<file path="src/rtl/fixed_point_pkg.sv">
// Shared fixed-point helpers: two's-complement range limits and a
// saturating clamp usable by any fixed-point block up to 31 bits wide.
package fixed_point_pkg;

  // Width of the intermediate used by the helpers; wide enough for a
  // WIDTH+1 bit sum when WIDTH is at most 31.
  localparam int FXP_CALC_W = 32;

  // Largest representable value of a signed word of the given width.
  function automatic logic signed [FXP_CALC_W-1:0] fxp_max(input int width);
    return (32'sd1 <<< (width - 1)) - 32'sd1;
  endfunction

  // Smallest representable value of a signed word of the given width.
  function automatic logic signed [FXP_CALC_W-1:0] fxp_min(input int width);
    return -(32'sd1 <<< (width - 1));
  endfunction

  // True when val does not fit in a signed word of the given width.
  function automatic logic fxp_out_of_range(input logic signed [FXP_CALC_W-1:0] val,
                                            input int width);
    return (val > fxp_max(width)) || (val < fxp_min(width));
  endfunction

  // Clamp val into the signed range of the given width.
  function automatic logic signed [FXP_CALC_W-1:0] fxp_clamp(input logic signed [FXP_CALC_W-1:0] val,
                                                             input int width);
    if (val > fxp_max(width)) return fxp_max(width);
    if (val < fxp_min(width)) return fxp_min(width);
    return val;
  endfunction

endpackage

</file>
<file path="src/rtl/fixed_point_sat_add.sv">
// Combinational saturating adder: acc + term computed one bit wider,
// then clamped back into WIDTH bits with a flag raised on any clamp.
module fixed_point_sat_add
  import fixed_point_pkg::*;
#(
  parameter int WIDTH = 8
) (
  input  logic signed [WIDTH-1:0] acc,
  input  logic signed [WIDTH-1:0] term,
  output logic signed [WIDTH-1:0] sum,
  output logic                    sat
);

  logic signed [WIDTH:0]            raw;
  logic signed [FXP_CALC_W-1:0]     raw_ext;

  // Widen, add, then clamp; the wide sum can never wrap.
  always_comb begin
    raw     = {acc[WIDTH-1], acc} + {term[WIDTH-1], term};
    raw_ext = FXP_CALC_W'(raw);
    sum     = WIDTH'(fxp_clamp(raw_ext, WIDTH));
    sat     = fxp_out_of_range(raw_ext, WIDTH);
  end

endmodule

</file>
<file path="src/rtl/fixed_point_acc.sv">
// Saturating batch accumulator fed by the fixed-point adder. Sums
// NUM_TERMS accepted samples with a clamp on every step and emits one
// registered result per batch with a sticky saturation flag.
module fixed_point_acc
  import fixed_point_pkg::*;
#(
  parameter int WIDTH     = 8,
  parameter int FRAC_BITS = 3,
  parameter int NUM_TERMS = 4
) (
  input  logic             CLK,
  input  logic             RSTN,
  input  logic [WIDTH-1:0] VALUE_IN,
  input  logic             VALID_IN,
  input  logic             OVERFLOW_IN,
  input  logic             CLEAR,
  output logic [WIDTH-1:0] VALUE_OUT,
  output logic             VALID_OUT,
  output logic             SATURATED
);

  localparam int                      CNT_W    = $clog2(NUM_TERMS);
  localparam logic [CNT_W-1:0]        LAST_CNT = CNT_W'(NUM_TERMS - 1);
  localparam logic signed [WIDTH-1:0] MAX_V    = WIDTH'(fxp_max(WIDTH));
  localparam logic signed [WIDTH-1:0] MIN_V    = WIDTH'(fxp_min(WIDTH));

  // The fraction position does not affect the arithmetic, but an
  // impossible format is still rejected at elaboration.
  if (FRAC_BITS < 0 || FRAC_BITS >= WIDTH) begin : g_bad_frac
    $error("fixed_point_acc: FRAC_BITS must lie in [0, WIDTH-1]");
  end
  if (NUM_TERMS < 2) begin : g_bad_terms
    $error("fixed_point_acc: NUM_TERMS must be at least 2");
  end
  if (WIDTH < 2 || WIDTH > 31) begin : g_bad_width
    $error("fixed_point_acc: WIDTH must lie in [2, 31]");
  end

  // An upstream overflow wrapped the sample, so its sign bit is the
  // opposite of the true direction: map it to the matching rail.
  function automatic logic signed [WIDTH-1:0] cond_term(input logic [WIDTH-1:0] value,
                                                        input logic             ovf);
    if (!ovf) return $signed(value);
    return value[WIDTH-1] ? MAX_V : MIN_V;
  endfunction

  logic [CNT_W-1:0]        cnt_p0;
  logic signed [WIDTH-1:0] acc_p0;
  logic                    flag_p0;

  logic signed [WIDTH-1:0] term;
  logic signed [WIDTH-1:0] acc_base;
  logic                    flag_base;
  logic signed [WIDTH-1:0] acc_next;
  logic                    add_sat;
  logic                    flag_next;

  logic [WIDTH-1:0]        value_p1;
  logic                    sat_p1;
  logic                    vld_p1;

  // Term 0 of a batch starts from a zero accumulator and a clean flag;
  // adding a term to zero cannot clamp, so this is a plain load.
  always_comb begin
    term      = cond_term(VALUE_IN, OVERFLOW_IN);
    acc_base  = (cnt_p0 == '0) ? '0   : acc_p0;
    flag_base = (cnt_p0 == '0) ? 1'b0 : flag_p0;
    flag_next = flag_base | OVERFLOW_IN | add_sat;
  end

  fixed_point_sat_add #(
    .WIDTH (WIDTH)
  ) u_sat_add (
    .acc  (acc_base),
    .term (term),
    .sum  (acc_next),
    .sat  (add_sat)
  );

  // p0 -> p1: accumulate accepted samples and register the batch result
  always_ff @(posedge CLK or negedge RSTN) begin
    if (!RSTN) begin
      cnt_p0   <= '0;
      acc_p0   <= '0;
      flag_p0  <= 1'b0;
      value_p1 <= '0;
      sat_p1   <= 1'b0;
      vld_p1   <= 1'b0;
    end else if (CLEAR) begin
      cnt_p0  <= '0;
      flag_p0 <= 1'b0;
      vld_p1  <= 1'b0;
    end else begin
      vld_p1 <= 1'b0;
      if (VALID_IN) begin
        acc_p0  <= acc_next;
        flag_p0 <= flag_next;
        if (cnt_p0 == LAST_CNT) begin
          cnt_p0   <= '0;
          value_p1 <= acc_next;
          sat_p1   <= flag_next;
          vld_p1   <= 1'b1;
        end else begin
          cnt_p0 <= cnt_p0 + CNT_W'(1);
        end
      end
    end
  end

  assign VALUE_OUT = value_p1;
  assign SATURATED = sat_p1;
  assign VALID_OUT = vld_p1;

endmodule

</file>
<file path="config.mk">
export PLATFORM = sky130hd
export DESIGN_NAME = fixed_point_acc
export DESIGN_NICKNAME = d
export VERILOG_FILES = /design/src/rtl/fixed_point_pkg.sv /design/src/rtl/fixed_point_sat_add.sv /design/src/rtl/fixed_point_acc.sv
export SDC_FILE = /design/constraint.sdc
export NUM_CORES = 1
export LEC_CHECK = 0
export ABC_AREA = 1
export ABC_CLOCK_PERIOD_IN_PS = 2400
export CAP_MARGIN = 20
export CORE_MARGIN = 3
export CORE_UTILIZATION = 25
export DETAILED_ROUTE_END_ITERATION = 8
export GPL_ROUTABILITY_DRIVEN = 1
export PLACE_DENSITY = 0.51
export SLEW_MARGIN = 20
export SYNTH_ARGS = -nofsm -noshare
export SYNTH_HDL_FRONTEND = slang
export SYNTH_SLANG_ARGS = --single-unit
</file>
<file path="constraint.sdc">
create_clock -name CLK -period 2.4 [get_ports CLK]
set_input_delay 0.24 -clock CLK [delete_from_list [all_inputs] [get_ports CLK]]
set_output_delay 0.24 -clock CLK [all_outputs]
set_load 0.03 [all_outputs]
</file>
Yosys cells after proc, flatten, opt, wreduce, memory -nomap -nowiden --
Cells that the tools add are included.
Storage, ports and cells: output and inout port bits 10, input port bits 13, register bits 21, word-level logic and storage cells 38
Cells by class: muxes and demuxes 19, order comparisons 2, bitwise logic cells 3, equality and inequality tests 1, reduce and logical (&&, ||, !) cells 5, $add $sub $neg 2
Operator list (number):
- 2-to-1 mux 8 bit | 7
- adder 8 x 8 -> 9 bit | 1
- greater-than comparator 9 x 8 -> 1 bit, second input constant | 1
- < comparator 9 x 8 -> 1 bit, second input constant | 1
- 2-to-1 mux 1 bit | 9
- 2-to-1 mux 2 bit | 3
- AND reduction 3 bit | 1
- adder 2 x 1 -> 2 bit, second input constant | 1
- == test 2 bit, second input constant | 1
- logical NOT 2 bit | 1
- bitwise OR 1 bit | 2
- AND reduction 2 bit | 1
- nonzero test 2 bit | 1
- logical OR 1 bit | 1
- inverter 1 bit | 1

Depth between registers and ports, before layout --
depth in word-level cells 8, depth in mapped cells 16, gate-level depth less buffers 15

Cells and area by module --
Synthesis repeated with hierarchy kept, for this count alone.
Unflattened totals: cells, all modules 204, area total of the unflattened synthesis 1461.4 um2
Modules (own cells, without submodules):
- fixed_point_acc | times used 1, area an instance 991.0 um2, cells each 124, seq. area each 525.5 um2
- fixed_point_sat_add | times used 1, area an instance 470.5 um2, cells each 80, seq. area each 0.0 um2

Worst setup path before layout --
Ideal clock, no wire load.
kind flip-flop to flip-flop, start register cnt_p0[0], end register value_p1[1], in the netlist VALUE_OUT[1], buffers on the path 1, setup time 0.117 ns, arrival time 2.145 ns, period minus slack after synthesis 2.262 ns, setup slack 0.138 ns, cell stages (with the launch flop) 17, data required time 2.283 ns, cell sequence dfrtp_1 > inv_1 > ha_1 > clkbuf_1 > nor2_1 > ha_1 > fa_1 > nand2_1 > nand2_1 > nand3_2 > nand2_2 > nand2_4 > nand3_4 > nand2_1 > nand2_2 > nand2_1 > nand2_1
Between the ends: cells in the longest elaborated chain, start to end 8, elaborated cells between the ends (all ways) 13, those cells by class add/sub: 1; order compare: 2; eq/ne: 1; mux: 7; reduce/logical: 2
Ends and longest elaborated chain:
- start, declared | RTL line fixed_point_acc.sv:47 | logic [CNT_W-1:0] cnt_p0;
- start signal, assigned | RTL line fixed_point_acc.sv:104 | cnt_p0 <= cnt_p0 + CNT_W'(1);
- logical NOT 2 bit | RTL line fixed_point_acc.sv:66 | acc_base = (cnt_p0 == '0) ? '0 : acc_p0;
- 2-to-1 mux 8 bit | RTL line fixed_point_acc.sv:66
- adder 8 x 8 -> 9 bit | RTL line fixed_point_sat_add.sv:19 | raw = {acc[WIDTH-1], acc} + {term[WIDTH-1], term};
- < comparator 9 x 8 -> 1 bit | RTL line fixed_point_pkg.sv:29 | if (val < fxp_min(width)) return fxp_min(width);
- 2-to-1 mux 1 bit (2 in series) | RTL line fixed_point_pkg.sv:29
- 2-to-1 mux 8 bit | RTL line fixed_point_pkg.sv:30 | return val;
- 2-to-1 mux 8 bit | RTL line fixed_point_pkg.sv:29
- end signal, assigned | RTL line fixed_point_acc.sv:100 | value_p1 <= acc_next;
- end, declared | RTL line fixed_point_acc.sv:58 | logic [WIDTH-1:0] value_p1;
Several ways; a longest one is shown, not always the timed one. The select of a mux whose other input is x is not followed. A chain may end at the register's enable or synchronous reset.

Final worst setup path --
start register cnt_p0[0], end register value_p1[2], in the netlist VALUE_OUT[2]
Same word-level chain as after synthesis.

==> impl_metrics.tcl <==
set metrics [dict create \
    syn_nets 234 \
    fp-row-count 27 \
    track_usage 0.1051 \
    wl_per_cell_um 10.96 \
    cts.clk_slew.worst_paths_ns 0.08 \
    start_kind "flop" \
    rsz0062_at_grt "false" \
    synth_most_common_cell "nand2_1" \
    ys_seq_area_frac 0.3434 \
    finalSetupViolations 0 \
    r2r_end "VALUE_OUT[2]" \
    synth_fa_ha_area_frac 0.09485 \
    synth_top_area_share 0.3434 \
    fmax_mhz 454.1 \
    place_congestion 0.7883 \
    drtPass1Iterations 5 \
    synth_cell_types 26 \
    p_leak_uw 0.001094 \
    path_cells "inv_1, ha_2, nor2_1, ha_1, fa_1, nand2_1, nand2_1, nand3_2, nand2_2, nand2_4, nand3_4, nand2_1, nand2_2, nand2_1, nand2_1" \
    clock-sinks 21 \
    dieHeight_um 84.24 \
    crit_fanout 8 \
    multi_input_area_um2 865.8 \
    num_antenna_cells 0 \
    drc 0 \
    core-area_um2 5709 \
    muxShareOfSynthArea 0 \
    cts_root_buf "clkbuf_8" \
    max-cap-violations 0 \
    reg2reg_from "cnt_p0[0]" \
    r2r_slack_ns 0.20 \
    vias_per_cell 4.142 \
    wirelength_um 3475 \
    drive_above_1_share 0.1837 \
    nNetsFinal 270 \
    reg2reg_depth 15 \
    ys_seq_elements 21 \
    synth_area_um2 1530 \
    grt_pass1_vias 1373 \
    fin_tns_setup_ns 0 \
    worst_pin_slew_ns 0.3915 \
    post-route-period-util 0.9176 \
    seq_area_um2 525.5 \
    ys.flop_type "dfrtp_1" \
    crit_buf_inv 1 \
    synth-xor-area-share 0.02289 \
    arrival_ns 2.35 \
    fin_worst_skew_ns 0.004844 \
    via_count 1313 \
    ys_top_cells_by_count "79 x nand2_1, 32 x inv_1, 21 x dfrtp_1, 15 x nor2_1" \
    final-hold-violation-count 0 \
    cts-buffers-inserted 3 \
    syn_area_per_cell_um2 7.287 \
    synth_area_leaders "dfrtp_1 34%, nand2_1 19%, ha_1 8.2%" \
    crit_path_frequent_cell "nand2_1" \
    synth_edf_count 0 \
    cts_tree "built" \
    crit_family "simple AND/OR/NAND/NOR gates" \
    portBuffers 22 \
    die_w_um 84.24 \
    synthCells 210 \
    grt_pass1_wl_um 6154 \
    io_pins 23 \
    ant_nets 0 \
    antenna_found_initial 0 \
    synth_top_area_cell "dfrtp_1" \
    drv_slew 0 \
    timing.hold.ws_ns 0.3344 \
    start_util 0.2680 \
    yosys.area_share.simple 0.3933 \
    clk-insertion-delay-late_ns 0.26 \
    dpl.hpwl_um 2803 \
    crit_slowest_cell "dfrtp_1" \
    initialDrtViolationCount 69 \
    async_reset_ff_frac 1.000 \
    critPathCaptureType "flop" \
    overflow 0 \
    yosys_warnings 0 \
    synth_top_family_by_area "simple AND/OR/NAND/NOR gates" \
    place_area_um2 1916 \
    n_fill_cell 612 \
    fin_area_um2 1978 \
    syn2layout_area_growth_pct 29.27 \
    status "complete, no violations" \
    crit_required_ns 2.55 \
    cts_setup_buffers 0 \
    min_period_ns 2.202 \
    maxSlewHeadroom 0.7362 \
    path_class "flop to flop" \
    synth-compound-area-share 0.04988 \
    grt_start_max_net_pins 22 \
    irDropWorstVdd_mv 0.2658 \
    post-route-util 0.3465 \
    max_stage_delay_ns 0.38 \
    htree_levels 1 \
    power_density_nw_per_um2 825.6 \
    dieArea_um2 7096 \
    min_path_type "primary input to async pin" \
    clk_path_buf_depth 2 \
]
## layout by cell type, fill, tap and decap left out
master,n
nand2_1,78
inv_1,32
dfrtp_1,21
clkdlybuf4s50_1,21
nor2_1,14
nand2_2,11
o21ai_0,10
buf_4,10
ha_1,9
nand3_2,4
nand3_1,4
nor2_2,3
inv_2,3
nand2_4,3
clkbuf_8,3
xor2_1,2
xnor2_1,2
buf_6,2
nor2_8,1
a21oi_4,1
or2_4,1
or2_1,1
nand3_4,1
nand2_8,1
nand3b_1,1
a21oi_1,1
o21ai_1,1
fa_1,1
ha_2,1
clkbuf_1,1
dlymetal6s2s_1,1
## registers in the layout (all words and copies together), names as in the netlist
register and flops:
cnt_p0 2, acc_p0 8, flag_p0 1, SATURATED 1, VALID_OUT 1, VALUE_OUT 8
## routing by layer
layer | part of all wire | global-route usage | wire length [um]
met5 | 0 | 0 | 0
met4 | 0 | 0.008772 | 0
met3 | 0.023 | 0.02453 | 81
met2 | 0.48 | 0.1829 | 1683
met1 | 0.49 | 0.1379 | 1711
## power by group
part / switching (uW) / total, uW / internal, uW
combinational: 521 / 881 / 361
clock: 111 / 229 / 118
sequential: 57.5 / 522 / 465
## stage by stage
| stage | setup WS [ns] | cells | power (uW) |
|---|---|---|---|
| after floorplan | 0.1380 | 210 | 1130 |
| after global placement | -0.1280 | 313 | 1412 |
| after detailed placement | -0.1412 | 313 | 1417 |
| after CTS | 0.1174 | 317 | 1659 |
| after global routing | 0.006488 | 317 | 1785 |
| final | 0.1977 | 317 | 1633 |
## cell type report
cell class / count / share of cell area
well taps: 72 / 0.04554
multi-input cells: 151 / 0.4377
clock buffers: 4 / 0.02277
repair buffers: 34 / 0.1619
inverters: 35 / 0.06641
flip-flops and latches: 21 / 0.2657
## worst register-to-register path: stages (launching register included)
cell	delay (ns)
dfrtp_1	0.38
inv_1	0.09
ha_2	0.20
nor2_1	0.07
ha_1	0.20
fa_1	0.38
nand2_1	0.07
nand2_1	0.08
nand3_2	0.09
nand2_2	0.07
nand2_4	0.08
nand3_4	0.12
nand2_1	0.09
nand2_2	0.06
nand2_1	0.07
nand2_1	0.05
## how the worst max path moves through the flow
stage	startpoint	to	slack (ns)	cells past startpoint
final	cnt_p0[0]	VALUE_OUT[2]	0.20	15
after global routing	cnt_p0[0]	VALUE_OUT[2]	0.006	15
after CTS	cnt_p0[0]	VALUE_OUT[2]	0.12	15
after detailed placement	OVERFLOW_IN	VALUE_OUT[2]	-0.14	15
after global placement	OVERFLOW_IN	VALUE_OUT[2]	-0.13	15
after floorplan	cnt_p0[0]	VALUE_OUT[1]	0.14	16
## logic make-up (layout without fill, tap and decap cells)
logic type	Yosys count	count (layout)
flip-flops	21	21
adder cells (fa/ha/maj)	11	11
buffers and inverters	38	73
XOR/XNOR	4	4
AO/OA/AOI/OAI	13	13
AND/OR/NAND/NOR	123	123
## repair_timing
| item | 4_1_cts | 5_1_grt |
|---|---|---|
| setup endpoints to repair | 0 | 15 |
| hold buffers | 0 | 0 |
| resized for setup | 0 | 6 |
(Power assumes the default switching activity.)
